[src/rtl/uart_fifo_core.sv]
// Full-duplex UART with show-ahead TX/RX FIFOs, sticky overrun/framing flags.
// Optional parity (even, between data and stop) is enabled by UART_PARITY_EN.
module uart_fifo_core_fifo #(
  parameter int W     = 8,
  parameter int DEPTH = 16
) (
  input  logic         clk,
  input  logic         reset,
  input  logic         push,
  input  logic [W-1:0] wdata,
  input  logic         pop,
  output logic [W-1:0] rdata,
  output logic         empty,
  output logic         full
);
  localparam int AW = $clog2(DEPTH);

  logic [W-1:0] mem [DEPTH];
  logic [AW:0]  wp, rp;
  logic         do_push, do_pop;

  assign empty   = (wp == rp);
  assign full    = (wp[AW] != rp[AW]) && (wp[AW-1:0] == rp[AW-1:0]);
  assign do_pop  = pop && !empty;
  // a pop frees the slot this same cycle, so a full FIFO still takes the push
  assign do_push = push && (!full || pop);
  assign rdata   = empty ? '0 : mem[rp[AW-1:0]];

  always_ff @(posedge clk) begin
    if (reset) begin
      wp <= '0;
      rp <= '0;
    end else begin
      if (do_push) wp <= wp + 1'b1;
      if (do_pop)  rp <= rp + 1'b1;
    end
  end

  always_ff @(posedge clk)
    if (do_push) mem[wp[AW-1:0]] <= wdata;
endmodule

module uart_fifo_core #(
  parameter int clk_freq   = 50000000,
  parameter int baud_rate  = 115200,
  parameter int DATA_BITS  = 8,
  parameter int STOP_BITS  = 1,
  parameter int FIFO_DEPTH = 16
) (
  input  logic                 clk,
  input  logic                 reset,
  input  logic [DATA_BITS-1:0] tx_data,
  input  logic                 tx_wr,
  output logic                 tx_full,
  output logic                 tx_busy,
  output logic                 tx_out,
  input  logic                 rx_in,
  output logic [DATA_BITS-1:0] rx_data,
  input  logic                 rx_rd,
  output logic                 rx_empty,
  output logic                 rx_overrun,
  output logic                 frame_err
`ifdef UART_PARITY_EN
  ,
  output logic                 parity_err
`endif
);
  localparam int DIV = clk_freq / baud_rate;
  localparam int CW  = $clog2(STOP_BITS * DIV + 1);
  localparam int BW  = $clog2(DATA_BITS + 1);
  localparam logic [CW-1:0] BIT_LAST  = CW'(DIV - 1);
  localparam logic [CW-1:0] STOP_LAST = CW'(STOP_BITS * DIV - 1);
  localparam logic [CW-1:0] HALF_LAST = CW'(DIV / 2 - 1);
  localparam logic [BW-1:0] DATA_LAST = BW'(DATA_BITS - 1);

  typedef enum logic [2:0] {IDLE, START, DATA, PARITY, STOP} state_t;

  // ---------------- transmitter ----------------
  state_t               tx_st, tx_st_nxt;
  logic [CW-1:0]        tx_cnt;
  logic [BW-1:0]        tx_idx;
  logic [DATA_BITS-1:0] tx_sh, tx_head;
  logic                 tx_q_empty, tx_pop, tx_last, tx_bit, tx_busy_q;
`ifdef UART_PARITY_EN
  logic                 tx_par;
`endif

  uart_fifo_core_fifo #(.W(DATA_BITS), .DEPTH(FIFO_DEPTH)) u_tx_fifo (
    .clk(clk), .reset(reset), .push(tx_wr), .wdata(tx_data), .pop(tx_pop),
    .rdata(tx_head), .empty(tx_q_empty), .full(tx_full)
  );

  assign tx_last = (tx_st == STOP) ? (tx_cnt == STOP_LAST) : (tx_cnt == BIT_LAST);
  assign tx_busy = tx_busy_q || !tx_q_empty;

  always_ff @(posedge clk) begin
    if (reset) tx_st <= IDLE;
    else       tx_st <= tx_st_nxt;
  end

  always_comb begin
    tx_st_nxt = tx_st;
    case (tx_st)
      IDLE:   if (!tx_q_empty) tx_st_nxt = START;
      START:  if (tx_last) tx_st_nxt = DATA;
      DATA:   if (tx_last && tx_idx == DATA_LAST)
`ifdef UART_PARITY_EN
                tx_st_nxt = PARITY;
`else
                tx_st_nxt = STOP;
`endif
      PARITY: if (tx_last) tx_st_nxt = STOP;
      STOP:   if (tx_last) tx_st_nxt = tx_q_empty ? IDLE : START;
      default: tx_st_nxt = IDLE;
    endcase
  end

  // reloading straight from STOP keeps back-to-back frames gapless
  always_comb begin
    tx_pop = !tx_q_empty && (tx_st == IDLE || (tx_st == STOP && tx_last));
    case (tx_st)
      START:  tx_bit = 1'b0;
      DATA:   tx_bit = tx_sh[0];
`ifdef UART_PARITY_EN
      PARITY: tx_bit = tx_par;
`endif
      default: tx_bit = 1'b1;
    endcase
  end

  always_ff @(posedge clk) begin
    if (reset) begin
      tx_cnt    <= '0;
      tx_idx    <= '0;
      tx_sh     <= '0;
      tx_out    <= 1'b1;
      tx_busy_q <= 1'b0;
`ifdef UART_PARITY_EN
      tx_par    <= 1'b0;
`endif
    end else begin
      tx_out    <= tx_bit;
      // busy is aligned with the registered line, so it covers the last stop cycle
      tx_busy_q <= (tx_st != IDLE) || (tx_st_nxt != IDLE);
      tx_cnt    <= (tx_st == IDLE || tx_last) ? '0 : tx_cnt + 1'b1;
      if (tx_st != DATA) tx_idx <= '0;
      else if (tx_last)  tx_idx <= tx_idx + 1'b1;
      if (tx_pop) begin
        tx_sh  <= tx_head;
`ifdef UART_PARITY_EN
        tx_par <= ^tx_head;
`endif
      end else if (tx_st == DATA && tx_last) begin
        tx_sh <= tx_sh >> 1;
      end
    end
  end

  // ---------------- receiver ----------------
  state_t               rx_st, rx_st_nxt;
  logic [CW-1:0]        rx_cnt;
  logic [BW-1:0]        rx_idx;
  logic [DATA_BITS-1:0] rx_sh;
  logic                 rx_s1, rx_s2, rx_prev, rx_fall, rx_hit;
  logic                 rx_push, rx_drop, rx_q_full;

  uart_fifo_core_fifo #(.W(DATA_BITS), .DEPTH(FIFO_DEPTH)) u_rx_fifo (
    .clk(clk), .reset(reset), .push(rx_push), .wdata(rx_sh), .pop(rx_rd),
    .rdata(rx_data), .empty(rx_empty), .full(rx_q_full)
  );

  assign rx_fall = rx_prev && !rx_s2;
  // START waits half a bit to land mid-bit; later states step a whole bit
  assign rx_hit  = (rx_st == START) ? (rx_cnt == HALF_LAST) : (rx_cnt == BIT_LAST);

  always_ff @(posedge clk) begin
    if (reset) rx_st <= IDLE;
    else       rx_st <= rx_st_nxt;
  end

  always_comb begin
    rx_st_nxt = rx_st;
    case (rx_st)
      IDLE:   if (rx_fall) rx_st_nxt = START;
      START:  if (rx_hit) rx_st_nxt = rx_s2 ? IDLE : DATA;
      DATA:   if (rx_hit && rx_idx == DATA_LAST)
`ifdef UART_PARITY_EN
                rx_st_nxt = PARITY;
`else
                rx_st_nxt = STOP;
`endif
      PARITY: if (rx_hit) rx_st_nxt = STOP;
      STOP:   if (rx_hit) rx_st_nxt = IDLE;
      default: rx_st_nxt = IDLE;
    endcase
  end

  always_comb begin
    rx_push = (rx_st == STOP) && rx_hit;
    rx_drop = rx_push && rx_q_full && !rx_rd;
  end

  always_ff @(posedge clk) begin
    if (reset) begin
      rx_s1      <= 1'b1;
      rx_s2      <= 1'b1;
      rx_prev    <= 1'b1;
      rx_cnt     <= '0;
      rx_idx     <= '0;
      rx_sh      <= '0;
      rx_overrun <= 1'b0;
      frame_err  <= 1'b0;
`ifdef UART_PARITY_EN
      parity_err <= 1'b0;
`endif
    end else begin
      rx_s1   <= rx_in;
      rx_s2   <= rx_s1;
      rx_prev <= rx_s2;
      rx_cnt  <= (rx_st == IDLE || rx_hit) ? '0 : rx_cnt + 1'b1;
      if (rx_st != DATA) rx_idx <= '0;
      else if (rx_hit)   rx_idx <= rx_idx + 1'b1;
      if (rx_st == DATA && rx_hit) rx_sh <= {rx_s2, rx_sh[DATA_BITS-1:1]};
      if (rx_drop)    rx_overrun <= 1'b1;
      else if (rx_rd) rx_overrun <= 1'b0;
      if (rx_push && !rx_s2) frame_err <= 1'b1;
      else if (rx_rd)        frame_err <= 1'b0;
`ifdef UART_PARITY_EN
      if (rx_st == PARITY && rx_hit && (rx_s2 != ^rx_sh)) parity_err <= 1'b1;
      else if (rx_rd)                                     parity_err <= 1'b0;
`endif
    end
  end
endmodule

[config.mk]
export PLATFORM = sky130hd
export DESIGN_NAME = uart_fifo_core
export DESIGN_NICKNAME = d
export VERILOG_FILES = /design/src/rtl/uart_fifo_core.sv
export SDC_FILE = /design/constraint.sdc
export NUM_CORES = 1
export LEC_CHECK = 0
export ABC_AREA = 1
export BUFFER_PORTS_ARGS = -buffer_cell sky130_fd_sc_hd__buf_2
export CAP_MARGIN = 15
export CORE_MARGIN = 5
export CORE_UTILIZATION = 35
export DETAILED_ROUTE_END_ITERATION = 10
export HOLD_SLACK_MARGIN = 0.06
export PLACE_DENSITY = 0.48
export SYNTH_ARGS = -nofsm -noshare
export SYNTH_HDL_FRONTEND = slang
export SYNTH_SLANG_ARGS = --single-unit
[constraint.sdc]
create_clock -name clk -period 2.7 [get_ports clk]
set_input_delay 0.135 -clock clk [delete_from_list [all_inputs] [get_ports clk]]
set_output_delay 0.135 -clock clk [all_outputs]
set_load 0.005 [all_outputs]
==> impl_metrics.py, run 1 <==
metrics = {
    "run_status": {
        "status": "completed",
    },
    "synthesis": {
        "yosys.area_share.xor_xnor_pct": 1.05,
        "synth-compound-area-share_pct": 12.0,
        "synth_top_family_by_area": "simple AND/OR/NAND/NOR gates",
        "syn_nets": 1367,
        "yosysWarnings": 0,
        "avgSynthCellArea_um2": 10.6,
        "yosysTopAreaCellShare_pct": 54.1,
        "ys.flop_type": "edfxtp_1",
        "postSynthCellCount": 1339,
        "ys_seq_area_share_pct": 65.8,
        "synth_commonest_cells": "edfxtp_1 (256), nor2_1 (185), nand2_1 (148), o21ai_0 (146), inv_1 (133)",
        "synth.cell_area_um2": 14200,
        "synth_edf_count": 256,
        "synth_cell_types": 40,
        "synth_simple_gate_area_share_pct": 14.1,
        "synth_async_sr_flop_share_pct": 0,
        "ys_ff_latch": 339,
        "netlist_top_cells_area": "edfxtp_1 (54%), dfxtp_1 (12%), o21ai_0 (5.1%)",
        "yosysTopAreaCell": "edfxtp_1",
        "synth_fa_ha_area_share_pct": 1.32,
        "synth.most_common_cell": "edfxtp_1",
        "synthMuxAreaShare_pct": 0,
    },
    "worst_setup_path": {
        "startpoint_type": "register",
        "ff2ff_setup_slack_ns": 0.49,
        "worstSetupPathType": "register to output port",
        "required_ns": 2.57,
        "path_max_fanout": 9,
        "crit_path_end_kind": "output port",
        "r2r_cells": 12,
        "crit_arrival_ns": 2.36,
    },
    "placement": {
        "gp_congestion": 0.782,
        "pre_cts_ws_ns": 0.466,
        "port_buffers": 26,
        "post-dp-hpwl_mm": 21.8,
    },
    "sta": {
        "fin_skew_ns": 0.0352,
        "maxSlewHeadroom_pct": 37.7,
        "finalHoldViolCount": 0,
        "finalSetupViolCount": 0,
        "layout_setup_ws_ns": 0.201,
        "tns_ns": 0,
        "fin_crit_sh_pct": 92.6,
        "fin_crit_ns": 2.50,
        "clock.fmax_mhz": 400,
        "rsz0062_at_grt": "false",
        "tightest_slew_ns": 0.933,
        "finalMaxSlewViolations": 0,
    },
    "clock_tree": {
        "tritoncts": "built",
        "cts_buffers": 39,
        "clockRootBuffer": "clkbuf_16",
        "clkSinkCount": 339,
        "cts_buffer_depth": 3,
        "htreeDepth": 2,
        "path_clk_slew_ns": 0.06,
        "insertion_delay_ns": 0.56,
    },
    "global_route": {
        "grt_remaining_overflow": 0,
        "antenna_found_initial": 0,
        "grt_max_degree": 65,
        "grt_pass1_vias": 9330,
        "grt_pass1_wl_mm": 53.8,
        "grt_use_total_pct": 15.3,
    },
    "route": {
        "vias": 9628,
        "route.detailed.drc": 0,
        "via_per_inst": 4.91,
        "drtIter0Drc": 558,
        "avgRoutedWirePerCell_um": 17.7,
        "routed_wl_mm": 34.6,
        "drt_first_pass_iters": 5,
        "detail-route-antenna-nets": 0,
    },
    "floorplanning": {
        "initial_core_util_pct": 35.6,
        "die-area_um2": 44700,
        "rows": 73,
        "ios": 27,
        "die_x_um": 211,
        "fp.dieH_um": 211,
        "coreArea_um2": 39900,
    },
    "pwr": {
        "powerDensity_nw_per_um2": 800,
        "peakVddDrop_mv": 0.563,
        "p_leak_nw": 5.96,
    },
    "final_layout": {
        "num-nets-final": 1432,
        "syn_to_final_growth_pct": 16.1,
        "layout-drive-gt1-share_pct": 12.4,
        "antenna_cells": 0,
    },
    "hold_path": {
        "min_path_type": "input port to register",
        "hold_depth": 3,
    },
    "flow_run": {
        "maxCapViolCount": 0,
    },
}
==> repair_timing <==
action / 4_1_cts / 5_1_grt
resized for setup: 0 / 2
hold endpoints to repair: 112 / 0
setup endpoints to repair: 0 / 5
hold buffers: 12 / 0
buffers inserted: 0 / 1
==> placed cells by master (no fill, tap or decap), types with 29 or more instances in the layout <==
cell and instances:
buf_4 41, o21ai_0 146, dfxtp_1 80, nand2_1 148, edfxtp_1 256, inv_1 133, o211ai_1 29, clkbuf_16 41
a21oi_1 87, nand3_1 60, nor2_1 185
==> through the flow <==
| stage | power, mW | std cells | util (%) | hold WS [ns] | cell area (um^2) |
|---|---|---|---|---|---|
| after floorplan | 7.51 | 1339 | - | 0.214 | 14200 |
| after global placement | 8.15 | 1875 | 37.8 | 0.317 | 15100 |
| after detailed placement | 8.15 | 1875 | 37.8 | 0.322 | 15100 |
| after CTS | 13.4 | 1958 | 41.2 | 0.257 | 16500 |
| after global routing | 13.9 | 1959 | 41.3 | 0.297 | 16500 |
| final | 13.2 | 1959 | 41.3 | 0.291 | 16500 |
==> layer usage <==
metal  vias up  GRT usage [%]  wire length (um)
li1       4770              -                 -
met1      4622           21.3             16100
met2       198           24.8             16200
met3        38           2.64              1640
met4         0           4.38               671
met5         -              0                 0
==> kinds of logic (layout without fill, tap and decap cells) <==
kind of cell,Yosys count,after routing
xor gates and xnor gates,17,17
buffers and inverters,204,299
and+or+nand+nor,459,459
AOI/OAI and AO/OA,305,305
adders and majority gates,15,15
DFF,339,339
==> worst max-delay path, cell delays in order, from the launching register on <==
cell	delay [ns]
dfxtp_1	0.46
xor2_1	0.22
nor2_2	0.08
nand3_1	0.22
clkinvlp_4	0.28
a211oi_1	0.36
buf_2	0.19
==> final cells by class <==
class / count / area [um^2]
clock buffers: 52 / 1100
repair buffers: 83 / 643
inverters: 145 / 548
fillers: 3830 / 23400
flip-flops and latches: 339 / 9360
multi-input cells: 796 / 4030
well taps: 525 / 657
clock inverters: 19 / 163
==> power breakdown <==
group	switching [mW]	internal [mW]
logic	1.53	0.652
registers	0.120	5.75
clock network	2.11	3.05
==> registers in the layout, summed over array words and instances (netlist names), 3 cells and up, named ones only <==
signal / count
tx_st: 3
u_rx_fifo.wp: 5
rx_st: 3
tx_sh: 8
u_rx_fifo.mem: 128
tx_cnt: 9
u_tx_fifo.wp: 5
u_rx_fifo.rp: 5
u_tx_fifo.mem: 128
u_tx_fifo.rp: 5
tx_idx: 4
rx_idx: 4
rx_sh: 8
rx_cnt: 9
==> final timing paths <==
check / from / endpoint
worst max-delay path: u_rx_fifo.wp[3]$_SDFFE_PP0P_ / rx_data[2]
worst min-delay path: rx_in / rx_s1$_SDFF_PP1_
worst min register to register: rx_s1$_SDFF_PP1_ / rx_s2$_SDFF_PP1_
worst max register to register: tx_cnt[0]$_SDFF_PP0_ / u_tx_fifo.mem[8][2]$_DFFE_PP_
Power figures use the tool's default switching activity.
==> inputs of run 2 (changes only) <==
--- a/config.mk
+++ b/config.mk
@@ -9,10 +9,10 @@
 export BUFFER_PORTS_ARGS = -buffer_cell sky130_fd_sc_hd__buf_2
 export CAP_MARGIN = 15
 export CORE_MARGIN = 5
-export CORE_UTILIZATION = 35
+export CORE_UTILIZATION = 50
 export DETAILED_ROUTE_END_ITERATION = 10
 export HOLD_SLACK_MARGIN = 0.06
-export PLACE_DENSITY = 0.48
+export PLACE_DENSITY = 0.64
 export SYNTH_ARGS = -nofsm -noshare
 export SYNTH_HDL_FRONTEND = slang
 export SYNTH_SLANG_ARGS = --single-unit
==> constraint.sdc (replaced) <==
create_clock -name clk -period 2.33 [get_ports clk]
set_input_delay 0.1165 -clock clk [delete_from_list [all_inputs] [get_ports clk]]
set_output_delay 0.1165 -clock clk [all_outputs]
set_load 0.005 [all_outputs]
==> run 2 against run 1 <==
Effect of this change: worst setup slack worse by 0.056 ns; highest routed layer unchanged; first-iteration DRC count increased by 34%; design area down 1.7%; clock-buffer cell count shrank 2; largest cell class unchanged; via count rose by 0.46%.
==> impl_metrics.py, run 2 (synthesis gave the netlist of run 1 again) <==
metrics = {
    "route": {
        "drt_first_pass_iters": 5,
        "drtIter0Drc": 750,
        "via_per_inst": 5.32,
        "routed_wl_mm": 31.9,
        "avgRoutedWirePerCell_um": 17.5,
        "vias": 9672,
        "detail-route-antenna-nets": 0,
        "route.detailed.drc": 0,
    },
    "sta": {
        "fin_crit_ns": 2.19,
        "maxSlewHeadroom_pct": 43.6,
        "clock.fmax_mhz": 458,
        "hold_slack_ns": 0.0723,
        "finalSetupViolCount": 0,
        "tightest_slew_ns": 0.845,
        "finalMaxSlewViolations": 0,
        "rsz0062_at_grt": "false",
        "fin_crit_sh_pct": 93.8,
        "tns_ns": 0,
        "layout_setup_ws_ns": 0.145,
        "finalHoldViolCount": 0,
        "fin_skew_ns": 0.0218,
    },
    "final_layout": {
        "stdcell_area_um2": 16200,
        "final_core_util_pct": 58.0,
        "layout_commonest_cell": "edfxtp_1",
        "final_cell_mix": "edfxtp_1 (256), nor2_1 (185), nand2_1 (148)",
        "syn_to_final_growth_pct": 14.2,
        "layout-drive-gt1-share_pct": 12.7,
        "instances_no_fill": 1819,
        "num-nets-final": 1440,
    },
    "global_route": {
        "grt_remaining_overflow": 0,
        "grt_pass1_vias": 9199,
        "grt_max_degree": 65,
        "grt_use_total_pct": 20.3,
        "grt_pass1_wl_mm": 50.6,
        "antenna_found_initial": 1,
    },
    "worst_setup_path": {
        "crit_path_end_kind": "output port",
        "crit_buf_inv": 2,
        "crit_slowest_cell": "dfxtp_4",
        "r2r-start": "tx_cnt[0]$_SDFF_PP0_",
        "required_ns": 2.21,
        "r2r-end": "u_tx_fifo.mem[14][7]$_DFFE_PP_",
        "crit_chain": "buf_6 -> o21ai_0 -> a21oi_1 -> o21ai_1 -> a211oi_1 -> buf_2",
        "cpLargestDelayFamily": "compound AO/OA/AOI/OAI gates",
        "crit_arrival_ns": 2.07,
        "slowest_delay_ns": 0.48,
        "path_max_fanout": 14,
        "startpoint_type": "register",
        "ff2ff_setup_slack_ns": 0.25,
        "worstSetupPathType": "register to output port",
        "r2r_cells": 12,
    },
    "pwr": {
        "clockPowerShare_pct": 36.0,
        "pwr-share-comb_pct": 17.2,
        "p_leak_nw": 5.94,
        "p_seq_share_pct": 46.9,
        "power.internal_mw": 10.4,
        "power_switching_mw": 4.08,
        "peakVddDrop_mv": 0.623,
        "powerDensity_nw_per_um2": 895,
        "total_power_mw": 14.5,
        "switching_share_pct": 28.1,
    },
    "floorplanning": {
        "initial_core_util_pct": 50.8,
        "die_x_um": 179,
        "fp.dieH_um": 179,
        "coreArea_um2": 27900,
        "rows": 61,
        "ios": 27,
        "die-area_um2": 31900,
    },
    "placement": {
        "pre_cts_ws_ns": 0.256,
        "post-dp-hpwl_mm": 20.5,
        "post-place-cells": 1740,
        "port_buffers": 26,
        "place_area_um2": 15000,
        "gp_congestion": 0.896,
    },
    "clock_tree": {
        "cts_buffers": 36,
        "clkSinkCount": 339,
        "insertion_delay_ns": 0.52,
        "clockRootBuffer": "clkbuf_16",
        "cts_buffer_depth": 3,
        "htreeDepth": 2,
        "tritoncts": "built",
        "path_clk_slew_ns": 0.06,
    },
    "hold_path": {
        "hold_depth": 1,
        "holdPathEnd": "u_tx_fifo.mem[5][7]$_DFFE_PP_",
        "min_path_type": "input port to register",
        "min-delay-start": "tx_data[7]",
    },
    "flow_run": {
        "maxCapViolCount": 0,
    },
    "run_status": {
        "status": "completed",
    },
}
## run 2: worst max path at each step
stage | startpoint | to | slack [ns] | cells past startpoint
finish | register | rx_data[3] | 0.14 | 6
global route | u_rx_fifo.wp[1]$_SDFFE_PP0P_ | rx_data[1] | 0.01 | 8
CTS | register | rx_data[3] | 0.005 | 7
detailed placement | tx_cnt[0]$_SDFF_PP0_ | u_tx_fifo.mem[14][2]$_DFFE_PP_ | 0.26 | 12
global placement | tx_cnt[0]$_SDFF_PP0_ | u_tx_fifo.mem[2][3]$_DFFE_PP_ | 0.28 | 12
floorplan | tx_cnt[0]$_SDFF_PP0_ | u_tx_fifo.mem[11][0]$_DFFE_PP_ | 0.09 | 10
## run 2: power by group through the flow
stage | Clock (mW) | Combinational (mW) | Sequential [mW]
after floorplan | 0 | 1.82 | 6.87
after global placement | 0 | 2.43 | 6.94
after detailed placement | 0 | 2.45 | 6.94
after CTS | 5.33 | 2.49 | 6.81
after global routing | 5.62 | 2.81 | 6.82
final | 5.22 | 2.49 | 6.80
## run 2: worst reg2reg max path: stages (launching register included)
cell,delay (ns)
dfxtp_1,0.37
ha_1,0.19
nand2_1,0.09
nor3_4,0.15
nand2_4,0.07
nand2_4,0.07
nand2_2,0.07
nand2_1,0.10
nand2_2,0.07
inv_2,0.11
nand2_1,0.19
nor2_1,0.15
buf_4,0.18
## run 2: final cells by class
cell class,count,area [um^2]
clock buffer,50,995
sequential,339,9360
timing repair buffer,94,723
antenna,1,2.50
inverter,145,547
clock inverter,16,81.3
multi-input combinational,796,4040
fill,2382,11700
tap,378,473
## run 2: timing repair
item / CTS / global route
gates resized for setup: 2 / 4
gates cloned: 0 / 0
endpoints found under the hold margin: 48 / 0
setup endpoints to repair: 8 / 8
hold buffers: 9 / 0
setup buffers: 1 / 2
## run 2: per-layer routing
layer	part of all wire [%]	wire length [um]	vias to the layer above	global-route usage [%]
met1	45	14500	4568	29.5
met2	48	15200	280	32.8
met3	5.7	1830	35	2.78
met4	1.4	452	0	4.35
li1	-	-	4789	-
met5	0	0	-	0
==> inputs of run 3 (changes only) <==
--- a/config.mk
+++ b/config.mk
@@ -12,7 +12,8 @@
 export CORE_UTILIZATION = 50
 export DETAILED_ROUTE_END_ITERATION = 10
 export HOLD_SLACK_MARGIN = 0.06
-export PLACE_DENSITY = 0.64
+export PLACE_DENSITY = 0.66
+export REMOVE_ABC_BUFFERS = 1
 export SYNTH_ARGS = -nofsm -noshare
 export SYNTH_HDL_FRONTEND = slang
 export SYNTH_SLANG_ARGS = --single-unit
==> run 3 against run 2 <==
Effect of this change: critical path depth did not move; worst hold slack improved by 0.27 ns; combinational power barely moved; die area did not move; first-iteration DRC count rose by 3.1%; sequential power barely moved; worst setup slack got worse by 0.033 ns; non-clock buffer count rose by 2; clock power rose by 3%; via count fell by 0.99%; critical path type unchanged; largest power group unchanged; highest routed layer unchanged.
==> impl_metrics.py, run 3 (synthesis gave the netlist of run 1 again) <==
metrics = {
    "run_status": {
        "status": "completed",
    },
    "sta": {
        "hold_slack_ns": 0.343,
        "fin_crit_sh_pct": 95.2,
        "finalSetupViolCount": 0,
        "fin_skew_ns": 0.0244,
        "finalMaxSlewViolations": 0,
        "rsz0062_at_grt": "false",
        "maxSlewHeadroom_pct": 42.2,
        "tightest_slew_ns": 0.866,
        "tns_ns": 0,
        "clock.fmax_mhz": 451,
        "fin_crit_ns": 2.22,
        "finalHoldViolCount": 0,
    },
    "final_layout": {
        "num-nets-final": 1442,
        "antenna_cells": 0,
        "layout_commonest_cell": "edfxtp_1",
        "final_cell_mix": "edfxtp_1 (256), nor2_1 (185), nand2_1 (148)",
        "syn_to_final_growth_pct": 14.7,
        "layout-drive-gt1-share_pct": 13.1,
    },
    "worst_setup_path": {
        "startpoint_type": "register",
        "crit_arrival_ns": 2.10,
        "ff2ff_setup_slack_ns": 0.24,
        "crit_path_end_kind": "output port",
        "setup.worst_path.end": "rx_data[4]",
        "path_max_fanout": 8,
        "required_ns": 2.21,
        "r2r-start": "tx_cnt[0]$_SDFF_PP0_",
        "worstSetupPathType": "register to output port",
        "r2r_cells": 12,
        "r2r-end": "u_tx_fifo.mem[13][1]$_DFFE_PP_",
    },
    "clock_tree": {
        "tritoncts": "built",
        "insertion_delay_ns": 0.52,
        "cts_buffers": 36,
        "clkSinkCount": 339,
        "cts_buffer_depth": 3,
        "path_clk_slew_ns": 0.06,
        "clockRootBuffer": "clkbuf_16",
        "htreeDepth": 2,
    },
    "global_route": {
        "grt_max_degree": 65,
        "grt_pass1_vias": 9293,
        "use_met3_pct": 2.52,
        "grtUsageMet2_pct": 31.7,
        "busiest_layer": "met2",
        "grt_remaining_overflow": 0,
        "grt_pass1_wl_mm": 49.1,
        "grt_use_total_pct": 19.6,
        "grtUsageMet1_pct": 27.4,
        "antenna_found_initial": 0,
    },
    "pwr": {
        "clockPowerShare_pct": 36.7,
        "power.internal_mw": 10.6,
        "powerDensity_nw_per_um2": 900,
        "p_seq_share_pct": 46.3,
        "power_switching_mw": 4.09,
        "peakVddDrop_mv": 0.676,
        "p_leak_nw": 5.97,
        "switching_share_pct": 27.9,
        "pwr-share-comb_pct": 17.0,
    },
    "floorplanning": {
        "initial_core_util_pct": 50.8,
        "die-area_um2": 31900,
        "fp.dieH_um": 179,
        "die_x_um": 179,
        "ios": 27,
        "coreArea_um2": 27900,
        "rows": 61,
    },
    "route": {
        "routed_wl_mm": 30.8,
        "drtIter0Drc": 773,
        "detail-route-antenna-nets": 0,
        "via_per_inst": 5.27,
        "avgRoutedWirePerCell_um": 16.9,
        "drt_first_pass_iters": 5,
        "route.detailed.drc": 0,
        "vias": 9576,
    },
    "placement": {
        "post-dp-hpwl_mm": 19.7,
        "gp_congestion": 0.858,
        "port_buffers": 26,
    },
    "hold_path": {
        "min_path_type": "input port to register",
    },
    "flow_run": {
        "maxCapViolCount": 0,
    },
}
==> run 3: worst max-delay path, cell delays in order (launching register included) <==
cell and delay (ns):
dfxtp_4 0.45, buf_4 0.18, o21ai_0 0.08, a21oi_1 0.22
o22ai_1 0.15, a211oi_1 0.31, buf_2 0.18
==> run 3: area by class of cell <==
cell class,count,area (um^2)
fillers,2329,11600
flip-flops and latches,339,9360
multi-input cells,796,4060
clock buffers,46,948
repair buffers,96,742
inverters,145,547
well taps,378,473
clock inverters,17,159
==> run 3: repair_timing <==
item	4_1_cts	5_1_grt
hold buffers	12	0
gates resized for setup	3	7
hold endpoints to repair	113	0
setup endpoints to repair	8	8
buffers inserted	1	4
==> run 3: power groups by stage <==
| stage | sequential [mW] | clock (mW) | combinational, mW |
|---|---|---|---|
| after detailed placement | 6.93 | 0 | 2.42 |
| after floorplan | 7.05 | 0 | 1.48 |
| after global routing | 6.82 | 5.77 | 2.82 |
| final | 6.79 | 5.38 | 2.49 |
| after CTS | 6.80 | 5.49 | 2.47 |
| after global placement | 6.93 | 0 | 2.40 |
==> run 3: worst min-delay path by stage <==
stage,from,to,slack [ns],cells past startpoint
finish,rx_in,rx_s1$_SDFF_PP1_,0.34,3
global route,rx_in,rx_s1$_SDFF_PP1_,0.35,3
CTS,rx_in,rx_s1$_SDFF_PP1_,0.31,3
detailed placement,rx_in,rx_s1$_SDFF_PP1_,0.30,2
global placement,rx_in,rx_s1$_SDFF_PP1_,0.30,2
floorplan,reset,u_tx_fifo.wp[2]$_SDFFE_PP0P_,0.18,1
==> run 3: through the flow <==
step                area (um^2)  cells  utilization [%]  power [mW]  setup WS [ns]
finish                    16300   1817             58.3        14.7          0.112
CTS                       16200   1813             58.1        14.8         0.0139
detailed placement        15000   1737             53.5        9.35          0.259
global placement          15000   1737             53.5        9.34          0.293
floorplan                 13900   1280                -        8.53          -1.04
global route              16300   1817             58.3        15.4         0.0203
==> run 3: layer usage <==
metal | wire (um) | vias to the layer above
li1 | - | 4778
met1 | 13900 | 4488
met2 | 14500 | 243
met3 | 1390 | 67
met4 | 980 | 0
met5 | 0 | -
